--- src/rtl/aud_stream_sched.sv ---
// Round-robin scheduler granting one of N_SRC PCM sources per whole stereo pair onto the I2S audio stream.
// Optional build macro AUD_SCHED_MUTE_EN adds mute_mask to zero tdata[15:0] of muted sources.
module aud_stream_sched #(
    parameter int N_SRC           = 4,
    parameter int PAIRS_PER_GRANT = 1,
    parameter int IDX_W           = $clog2(N_SRC)
) (
    input  logic                 s_axis_aud_aclk,
    input  logic                 s_axis_aud_aresetn,
    input  logic [N_SRC-1:0]     src_en,
`ifdef AUD_SCHED_MUTE_EN
    input  logic [N_SRC-1:0]     mute_mask,
`endif
    input  logic [N_SRC*32-1:0]  s_src_tdata,
    input  logic [N_SRC-1:0]     s_src_tvalid,
    output logic [N_SRC-1:0]     s_src_tready,
    output logic [31:0]          m_axis_aud_tdata,
    output logic [2:0]           m_axis_aud_tid,
    output logic                 m_axis_aud_tvalid,
    input  logic                 m_axis_aud_tready,
    output logic                 grant_valid_o,
    output logic [IDX_W-1:0]     grant_idx_o,
    output logic [31:0]          pair_cnt_o,
    output logic [1:0]           dbg_state
);

    localparam logic [1:0] ST_IDLE  = 2'd0;
    localparam logic [1:0] ST_LEFT  = 2'd1;
    localparam logic [1:0] ST_RIGHT = 2'd2;

    logic [1:0]       state;
    logic             grant_valid;
    logic [IDX_W-1:0] grant_idx;
    logic [IDX_W-1:0] ptr;
    logic [7:0]       pairs_done;
    logic [31:0]      pair_cnt;
    logic             out_valid;
    logic [31:0]      out_data;
    logic [2:0]       out_tid;

    logic [N_SRC-1:0] req;
    logic             hit_hi, hit_lo, hit;
    logic [IDX_W-1:0] idx_hi, idx_lo, hit_idx;
    logic             sel_valid, sel_en;
    logic [31:0]      sel_data, beat_data;
    logic             slot_free, serving, beat_go, more_pairs;

    // Handshake: a beat moves on any edge where valid && ready; the source side is
    // ready only for the granted source while the single output slot is empty or draining.
    assign slot_free = !out_valid || m_axis_aud_tready;
    assign serving   = grant_valid && (state == ST_LEFT || state == ST_RIGHT) && slot_free;
    assign beat_go   = serving && sel_valid;
    assign req       = src_en & s_src_tvalid;

    // First requester strictly above ptr wins, else the lowest at or below it (wrap).
    always_comb begin
        hit_hi = 1'b0;
        hit_lo = 1'b0;
        idx_hi = '0;
        idx_lo = '0;
        for (int i = N_SRC - 1; i >= 0; i--) begin
            if (req[i]) begin
                if (IDX_W'(i) > ptr) begin
                    hit_hi = 1'b1;
                    idx_hi = IDX_W'(i);
                end else begin
                    hit_lo = 1'b1;
                    idx_lo = IDX_W'(i);
                end
            end
        end
        hit     = hit_hi || hit_lo;
        hit_idx = hit_hi ? idx_hi : idx_lo;
    end

    always_comb begin
        sel_valid    = 1'b0;
        sel_en       = 1'b0;
        sel_data     = '0;
        s_src_tready = '0;
        for (int i = 0; i < N_SRC; i++) begin
            if (grant_idx == IDX_W'(i)) begin
                sel_valid       = s_src_tvalid[i];
                sel_en          = src_en[i];
                sel_data        = s_src_tdata[32*i +: 32];
                s_src_tready[i] = serving;
            end
        end
    end

    assign more_pairs = (({24'd0, pairs_done} + 32'd1) < 32'(PAIRS_PER_GRANT)) && sel_en && sel_valid;

`ifdef AUD_SCHED_MUTE_EN
    logic mute_hold;

    always_ff @(posedge s_axis_aud_aclk) begin
        if (!s_axis_aud_aresetn) begin
            mute_hold <= 1'b0;
        end else if (state == ST_IDLE && hit) begin
            mute_hold <= mute_mask[hit_idx];
        end
    end

    assign beat_data = mute_hold ? {sel_data[31:16], 16'h0000} : sel_data;
`else
    assign beat_data = sel_data;
`endif

    always_ff @(posedge s_axis_aud_aclk) begin
        if (!s_axis_aud_aresetn) begin
            state       <= ST_IDLE;
            grant_valid <= 1'b0;
            grant_idx   <= '0;
            ptr         <= IDX_W'(N_SRC - 1);
            pairs_done  <= '0;
            pair_cnt    <= '0;
            out_valid   <= 1'b0;
            out_data    <= '0;
            out_tid     <= '0;
        end else begin
            if (beat_go) begin
                out_valid <= 1'b1;
                out_data  <= beat_data;
                out_tid   <= {2'b00, state == ST_RIGHT};
            end else if (m_axis_aud_tready) begin
                out_valid <= 1'b0;
            end

            case (state)
                ST_IDLE: begin
                    if (hit) begin
                        grant_idx   <= hit_idx;
                        grant_valid <= 1'b1;
                        pairs_done  <= '0;
                        state       <= ST_LEFT;
                    end
                end
                ST_LEFT: begin
                    if (beat_go) state <= ST_RIGHT;
                end
                ST_RIGHT: begin
                    if (beat_go) begin
                        pair_cnt <= pair_cnt + 32'd1;
                        if (more_pairs) begin
                            pairs_done <= pairs_done + 8'd1;
                            state      <= ST_LEFT;
                        end else begin
                            grant_valid <= 1'b0;
                            ptr         <= grant_idx;
                            state       <= ST_IDLE;
                        end
                    end
                end
                default: state <= ST_IDLE;
            endcase
        end
    end

    assign m_axis_aud_tdata  = out_data;
    assign m_axis_aud_tid    = out_tid;
    assign m_axis_aud_tvalid = out_valid;
    assign grant_valid_o     = grant_valid;
    assign grant_idx_o       = grant_idx;
    assign pair_cnt_o        = pair_cnt;
    assign dbg_state         = state;

endmodule

--- config.mk ---
export PLATFORM = sky130hd
export DESIGN_NAME = aud_stream_sched
export DESIGN_NICKNAME = d
export VERILOG_FILES = /design/src/rtl/aud_stream_sched.sv
export SDC_FILE = /design/constraint.sdc
export NUM_CORES = 1
export LEC_CHECK = 0
export CORE_MARGIN = 5
export CORE_UTILIZATION = 44
export DETAILED_ROUTE_END_ITERATION = 16
export GPL_ROUTABILITY_DRIVEN = 0
export PLACE_DENSITY_LB_ADDON = 0.1
export SLEW_MARGIN = 20
export SYNTH_ARGS = -nofsm -noshare
export SYNTH_HDL_FRONTEND = slang
export SYNTH_SLANG_ARGS = --single-unit
export TNS_END_PERCENT = 50
--- constraint.sdc ---
create_clock -name s_axis_aud_aclk -period 3.2 [get_ports s_axis_aud_aclk]
set_input_delay 0.64 -clock s_axis_aud_aclk [delete_from_list [all_inputs] [get_ports s_axis_aud_aclk]]
set_output_delay 0.64 -clock s_axis_aud_aclk [all_outputs]
set_load 0.02 [all_outputs]
Yosys cells after proc, flatten, opt, wreduce, memory -nomap -nowiden:

Index checks and enable logic that the tools add are counted.

* multiplexer cells: 64
* equal/unequal tests: 10
* add/sub/neg operators: 3
* bitwise logic cells: 2
* reduce and logical (&&, ||, !) cells: 19
* $lt $le $gt $ge: 5

Operators by type and width (number)
* $mux 32: 4
* $mux 2: 20
* $mux 1: 34
* $add 32x1->32 const B: 1
* $mux 8: 3
* $pmux 8 s2: 1
* $ne 2x2->1 const B: 5
* $add 8x1->9 const B: 1
* $lt 9x1->1 const B: 1
* $add 8x1->8 const B: 1
* $reduce_and 4->1: 2
* $eq 2x2->1 const B: 3
* $pmux 2 s3: 1
* $reduce_and 3->1: 2
* $logic_and 1x1->1: 5
* $and 4x4->4: 1
* $eq 2x1->1 const B: 2
* $gt 1x2->1 const A: 2
* $gt 2x2->1 const A: 2
* $logic_not 2->1: 2
* $reduce_and 2->1: 2
* $reduce_bool 2->1: 2
* $logic_or 1x1->1: 3
* $pmux 1 s2: 1
* other kinds (2): 2

* flip-flop bits (word level): 81
* input port bits: 139
* logic and storage cells: 112

Longest topological paths before layout:

Gate-level depths: netlist of the first run.

* depth after elaboration: 12
* gate-level depth with buffers: 9
* mapped depth without buffers: 7

Worst setup path before layout of the first run:

Ideal clock, no wire load.

* path type: register to output
* from: register state[1], in the netlist dbg_state[1]
* to: output port s_src_tready[0]
* required time: 2.560 ns
* slack: 0.820 ns
* cell stages (with the launch flop): 6
* arrival: 1.740 ns
* cells stage by stage: dfxtp_1 inv_1 ha_1 and2_1 and2_1 nor3b_1

* cells in the longest elaborated chain, start to end: 5
* elaborated cells on any way between the ends: 6

RTL lines
* from (decl): RTL line 31 `logic [1:0] state;`
* from (signal assigned): RTL line 111 `state <= ST_IDLE;`
* from (signal assigned): RTL line 135 `state <= ST_LEFT;`
* from (signal assigned): RTL line 139 `if (beat_go) state <= ST_RIGHT;`
* $eq 2x1->1 / $eq 2x2->1 (equally long branches): RTL line 51 `assign serving = grant_valid && (state == ST_LEFT || state == ST_RIGHT) && slot_free;`
* $logic_or 1x1->1 (*): RTL line 51
* $logic_and 1x1->1 (*) (2 in a row): RTL line 51
* $mux 1 (*): RTL line 82 `if (grant_idx == IDX_W'(i)) begin`
* to (decl): RTL line 16 `output logic [N_SRC-1:0] s_src_tready,`

Mark *: on every way between the ends. The rest lies on a longest branch, timed or not.

Final worst setup path of the first run:

* from: register state[0], in the netlist dbg_state[0]
* to: output port s_src_tready[2]

The elaborated chain is that of the path after synthesis.

==> impl_metrics.yaml, run 1 <==
status:
  status: "finished, final reports clean"
place:
  dp_slack_ps: 143
  place_hpwl_um: 12000
  portBuffers: 213
layout:
  diodes: 0
  final_nets: 843
  layout-drive-gt1-share_pct: 9.53
  fin_util_pct: 70.2
  num-fill-cells: 823
  area_growth_pct: 54.4
drt:
  routed_wl_um: 15000
  vias: 4672
  dr.pass1.iters: 9
  drc: 0
  avgRoutedWirePerCell_um: 18.0
  ant_nets: 0
  routed_via_density: 5.59
  drt_iter0_markers: 314
sta:
  final_hold_viol_count: 0
  drv_slew: 0
  tightest_slew_ps: 565
  period_share_pct: 94.3
  setup-violations-final: 0
  timing.hold.ws_ps: 460
  fmax_mhz: 332
  fin_ws_ps: 184
  rsz0062_at_grt: "false"
  slew_headroom_pct: 62.2
  fin_tns_setup_ps: 0
  skew_ps: 11.1
  period_needed_ps: 3020
setup_path:
  cp-end-kind: "output pin"
  r2r_end: "pair_cnt_o[20]"
  rrSetupSlack_ps: 770
  critical_path_arrival_ps: 2380
  worstSetupPathType: "reg -> out"
  worstPathRequired_ps: 2560
  start_kind: "flip-flop"
  worstPathMaxFanout: 5
  rr_worst_depth: 5
  r2r_start: "grant_idx_o[1]"
  startpoint: "dbg_state[0]"
logic_synthesis:
  synth_top_family_by_area: "simple AND/OR/NAND/NOR gates"
  synth-compound-area-share_pct: 14.5
  synth_ff_type: "dfxtp_1"
  yosysUniqueCellTypes: 50
  synth_area_leaders: "dfxtp_1 (36%), mux4_2 (17%), nand2_1 (7.7%), a21oi_1 (7.0%), and3_1 (2.1%)"
  synth-seq-cells: 81
  synthMuxAreaShare_pct: 18.5
  synth.cell_area_mm2: 0.00446
  yosys.area_share.simple_pct: 23.4
  avgSynthCellArea_um2: 9.02
  yosysTopAreaCellShare_pct: 36.3
  synth_edf_count: 0
  synth.largest_area_cell: "dfxtp_1"
  synthXorXnorAreaFrac_pct: 0.981
  synth_fa_ha_area_share_pct: 1.68
  async_reset_ff_share_pct: 0
  yosys_warnings: 0
  yosysSeqAreaShare_pct: 36.3
  syn_inst: 495
pwr:
  peakVddDrop_mv: 0.174
  power.leakage_nw: 2.36
  p_per_area_mw_per_mm2: 361
clock_network:
  cts_buffer_depth: 2
  cts_num_sinks: 81
  cts_tree: "done"
  cts_made_buffers: 9
  h-tree-depth: 3
  insertion_delay_ps: 350
  cts_root_buffer: "clkbuf_8"
  clk_pin_slew_ps: 80
hold_path:
  hold_class: "reg -> reg"
  holdPathEnd: "m_axis_aud_tdata[8]"
  min_path_cells: 2
  min_from: "m_axis_aud_tdata[8]"
global_routing:
  grt_remaining_overflow: 0
  antenna_found_initial: 0
  grt_pass1_wl_um: 23800
  grt_max_degree: 40
  grt_usage_pct: 23.9
  grt_pass1_vias: 4822
floorplan:
  die-area_mm2: 0.0123
  core_area_mm2: 0.00982
  rows: 36
  die_x_um: 111
  initial_core_util_pct: 45.5
  die_h_um: 111
  io_pins: 216
job:
  drv_cap: 0
cell families after synthesis:
family | after synthesis
muxes | 40
other | 1
and+or+nand+nor | 208
adders and majority gates | 6
buffers and inverters | 46
DFF | 81
xor gates and xnor gates | 5
AOI/OAI and AO/OA | 108
metrics by stage:
stage	total power, mW	cells	cell area (µm²)
after global routing	2.60	836	6890
after CTS	2.50	836	6890
final	2.49	836	6890
after detailed placement	1.76	820	6690
after global placement	1.75	820	6690
after floorplan	1.45	496	4470
registers in the layout, summed over array words and instances, names as in the netlist:
register and cells:
m_axis_aud_tid 1, ptr 2, grant_idx_o 2, pairs_done 8, grant_valid_o 1, m_axis_aud_tvalid 1
pair_cnt_o 32, dbg_state 2, m_axis_aud_tdata 32
worst max path at each step:
stage | to | slack, ps
finish | s_src_tready[2] | 180
global route | s_src_tready[2] | 10
CTS | s_src_tready[0] | 90
detailed placement | s_src_tready[0] | 140
global placement | s_src_tready[0] | 190
floorplan | s_src_tready[0] | 820
routing by layer:
| layer | global-route usage, % | vias to the layer above | share of wire (%) |
|---|---|---|---|
| met3 | 6.82 | 21 | 7.3 |
| met1 | 25.5 | 2246 | 37 |
| met2 | 44.8 | 171 | 53 |
| li1 | - | 2234 | - |
| met5 | 0 | - | 0 |
| met4 | 8.05 | 0 | 2.0 |
layout by cell type, fill, tap and decap left out, drive strengths merged, types with 3 or more instances in the layout:
cell,synthesis,final
clkdlybuf4s50,0,212
nand2,92,92
dfxtp,81,81
a21oi,62,62
mux4,34,34
nor2,17,17
nand3,17,17
and3,15,15
inv,14,14
o21ai,12,12
clkbuf,23,12
nand4,11,11
or4,11,11
and2,10,10
o31ai,10,10
buf,9,10
or3,8,8
nand2b,6,6
nor3,6,6
mux2i,6,6
ha,6,6
xnor2,5,5
and4,5,5
o211ai,4,4
a31oi,3,3
clkinvlp,0,3
synth_stat cells (all sizes together), types with 2 or more instances:
| library cell | count |
|---|---|
| nor2 | 17 |
| or3 | 8 |
| o21a | 2 |
| o221ai | 2 |
| nor4 | 2 |
| nand2 | 92 |
| and2 | 10 |
| and4 | 5 |
| a21oi | 62 |
| nand2b | 6 |
| buf | 9 |
| o41ai | 2 |
| nor3 | 6 |
| mux4 | 34 |
| or2 | 2 |
| nand3 | 17 |
| dfxtp | 81 |
| xnor2 | 5 |
| a31oi | 3 |
| and3 | 15 |
| inv | 14 |
| o211ai | 4 |
| o21ai | 12 |
| ha | 6 |
| a21o | 2 |
| clkbuf | 23 |
| o31ai | 10 |
| or4 | 11 |
| nor2b | 2 |
| nand4 | 11 |
| a22o | 2 |
| mux2i | 6 |
power breakdown:
| group | internal (mW) | switching (mW) | leakage [nW] |
|---|---|---|---|
| combinational | 0.391 | 0.272 | 1.62 |
| sequential | 1.04 | 0.0317 | 0.655 |
| clock | 0.383 | 0.371 | 0.0888 |
final cells by class:
cell class | count | area, µm² | area share, %
clock buffers | 12 | 145 | 2.11
flip-flops and latches | 81 | 1620 | 23.6
multi-input cells | 369 | 2640 | 38.3
well taps | 133 | 166 | 2.41
repair buffers | 223 | 2210 | 32.1
inverters | 14 | 52.6 | 0.762
clock inverters | 4 | 52.6 | 0.762
worst max-delay path, cell delays in order (launching register included):
cell and delay [ps]:
dfxtp_1 430, inv_1 100, ha_1 280, and2_1 190, and2_1 230, nand2_1 80
nor2_1 110, clkdlybuf4s50_1 620
what timing repair did:
| item | CTS | global route |
|---|---|---|
| gates resized for setup | 0 | 1 |
| setup endpoints to repair | 0 | 1 |
| hold buffers | 0 | 0 |
| buffers inserted | 0 | 0 |
(Power assumes the default switching activity.)
==> inputs of run 2 (changes only) <==
--- a/config.mk
+++ b/config.mk
@@ -9,7 +9,7 @@
 export CORE_UTILIZATION = 44
 export DETAILED_ROUTE_END_ITERATION = 16
 export GPL_ROUTABILITY_DRIVEN = 0
-export PLACE_DENSITY_LB_ADDON = 0.1
+export PLACE_DENSITY = 0.86
 export SLEW_MARGIN = 20
 export SYNTH_ARGS = -nofsm -noshare
 export SYNTH_HDL_FRONTEND = slang
==> run 2 against run 1 <==
Against the previous run: global-route usage up 1.4 points; critical path depth down 1; sequential share of layout area about the same; maximum frequency increased by 0.15%; clock power grew 1%; count of clock-buffer cells in the layout fell by 1; largest power group unchanged; wire length up 6.9%; hold slack got worse by 2.4 ps; setup slack better by 4.4 ps.
==> impl_metrics.yaml, run 2 (synthesis results as in run 1) <==
drt:
  routed_wl_um: 16100
  vias: 4827
  dr.pass1.iters: 6
  drt_iter0_markers: 337
  drc: 0
  routed_via_density: 5.77
  ant_nets: 0
  avgRoutedWirePerCell_um: 19.2
layout:
  mostFrequentLayoutCells: "clkdlybuf4s50_1 (212), nand2_1 (91), dfxtp_1 (79)"
  fin_util_pct: 70.3
  final_common_cell: "clkdlybuf4s50_1"
  final_nets: 843
  area_growth_pct: 54.7
  multi_input_area_mm2: 0.00264
  seq_area_mm2: 0.00162
  num-fill-cells: 775
  layout-drive-gt1-share_pct: 9.82
setup_path:
  r2r_start: "dbg_state[0]"
  worstSetupPathType: "reg -> out"
  critical_path_arrival_ps: 2370
  worstPathRequired_ps: 2560
  cp-end-kind: "output pin"
  critPathBufInv: 2
  start_kind: "flip-flop"
  path_cells: "inv_1 -> ha_1 -> and2_1 -> and2_1 -> and3_1 -> clkdlybuf4s50_1"
  cpMaxStageDelayCell: "clkdlybuf4s50_1"
  crit_top_cell: "and2_1"
  startpoint: "dbg_state[0]"
  cpLargestDelayFamily: "buffers and inverters"
  critPathMaxStageDelay_ps: 600
  worstPathMaxFanout: 5
sta:
  period_share_pct: 94.1
  period_needed_ps: 3010
  drv_slew: 0
  skew_ps: 11.6
  setup-violations-final: 0
  rsz0062_at_grt: "false"
  final_hold_viol_count: 0
  fin_ws_ps: 188
  fin_tns_setup_ps: 0
  fmax_mhz: 332
  slew_headroom_pct: 61.3
  tightest_slew_ps: 579
clock_network:
  cts_made_buffers: 9
  cts_num_sinks: 81
  cts_buffer_depth: 2
  insertion_delay_ps: 350
  hold_buffers: 0
  clk_pin_slew_ps: 80
  cts_root_buffer: "clkbuf_8"
  cts_tree: "done"
  h-tree-depth: 3
global_routing:
  grt_pass1_wl_um: 25100
  grt_max_degree: 36
  antenna_found_initial: 2
  grt_usage_pct: 25.3
  grt_remaining_overflow: 0
  grt_pass1_vias: 5026
place:
  dp_slack_ps: 326
  portBuffers: 213
  place_hpwl_um: 12800
floorplan:
  die_x_um: 111
  die_h_um: 111
  die-area_mm2: 0.0123
  rows: 36
  core_area_mm2: 0.00982
  io_pins: 216
  initial_core_util_pct: 45.5
pwr:
  power_frac_seq_pct: 42.6
  power.leakage_nw: 2.38
  finalPower_mw: 2.51
  p_sw_mw: 0.675
  p_per_area_mw_per_mm2: 363
  p_sw_share_pct: 26.9
  comb_power_share_pct: 26.9
  p_int_mw: 1.83
  peakVddDrop_mv: 0.227
  clkPwrFrac_pct: 30.5
status:
  status: "finished, final reports clean"
hold_path:
  hold_class: "reg -> reg"
  min_from: "m_axis_aud_tdata[30]"
job:
  drv_cap: 0
-- run 2: cell count changes in the layout (fill, tap and decap cells not counted), sizes merged --
cell / previous run / this run
diode: 0 / 1
clkinvlp: 3 / 0
clkinv: 0 / 4
clkbuf: 12 / 11
-- run 2: what timing repair did --
action                                  in CTS  in global routing
gates resized for setup                      0                  1
setup buffers                                0                  0
endpoints found under the setup margin       0                  1
hold endpoints to repair                     0                  0
-- run 2: worst register-to-register path, stage by stage (launching register included) --
cell,delay [ps]
dfxtp_1,440
inv_1,110
ha_1,280
and2_1,200
and4_4,360
nand3_1,280
or4_1,540
a21oi_1,150
-- run 2: area by class of cell --
class | count | share of cell area, %
clock buffer | 11 | 2.19
multi-input combinational | 369 | 38.3
tap | 133 | 2.41
sequential | 81 | 23.5
clock inverter | 5 | 0.779
antenna | 1 | 0.0362
timing repair buffer | 223 | 32.0
inverter | 14 | 0.761
-- run 2: layer usage --
| layer | wire (µm) | up-vias | track usage (%) |
|---|---|---|---|
| met1 | 5650 | 2302 | 26.9 |
| met5 | 14 | - | 0 |
| met2 | 8390 | 239 | 45.8 |
| met3 | 1340 | 52 | 7.75 |
| met4 | 660 | 4 | 11.4 |
| li1 | - | 2230 | - |
-- run 2: path summary, 6_finish.rpt --
| path | to | slack, ps | depth (start not counted) |
|---|---|---|---|
| worst max-delay path | s_src_tready[3] | 190 | 6 |
| worst min-delay path | m_axis_aud_tdata[30] | 460 | 2 |
| worst min register to register | m_axis_aud_tdata[30] | 460 | 2 |
| worst max register to register | pair_cnt_o[20] | 790 | 7 |
-- run 2: stage by stage --
stage / cell area (µm²) / std cells / hold slack [ps]
3_5_place_dp: 6690 / 820 / 446
6_report: 6900 / 837 / 457
4_1_cts: 6900 / 836 / 457
2_1_floorplan: 4470 / 496 / 453
5_1_grt: 6900 / 836 / 481
3_3_place_gp: 6690 / 820 / 442
-- run 2: power groups by stage --
stage | clock [mW] | sequential, mW | combinational [mW]
finish | 0.765 | 1.07 | 0.673
global route | 0.830 | 1.07 | 0.713
CTS | 0.785 | 1.07 | 0.677
detailed placement | 0 | 1.09 | 0.674
global placement | 0 | 1.09 | 0.655
floorplan | 0 | 1.12 | 0.329
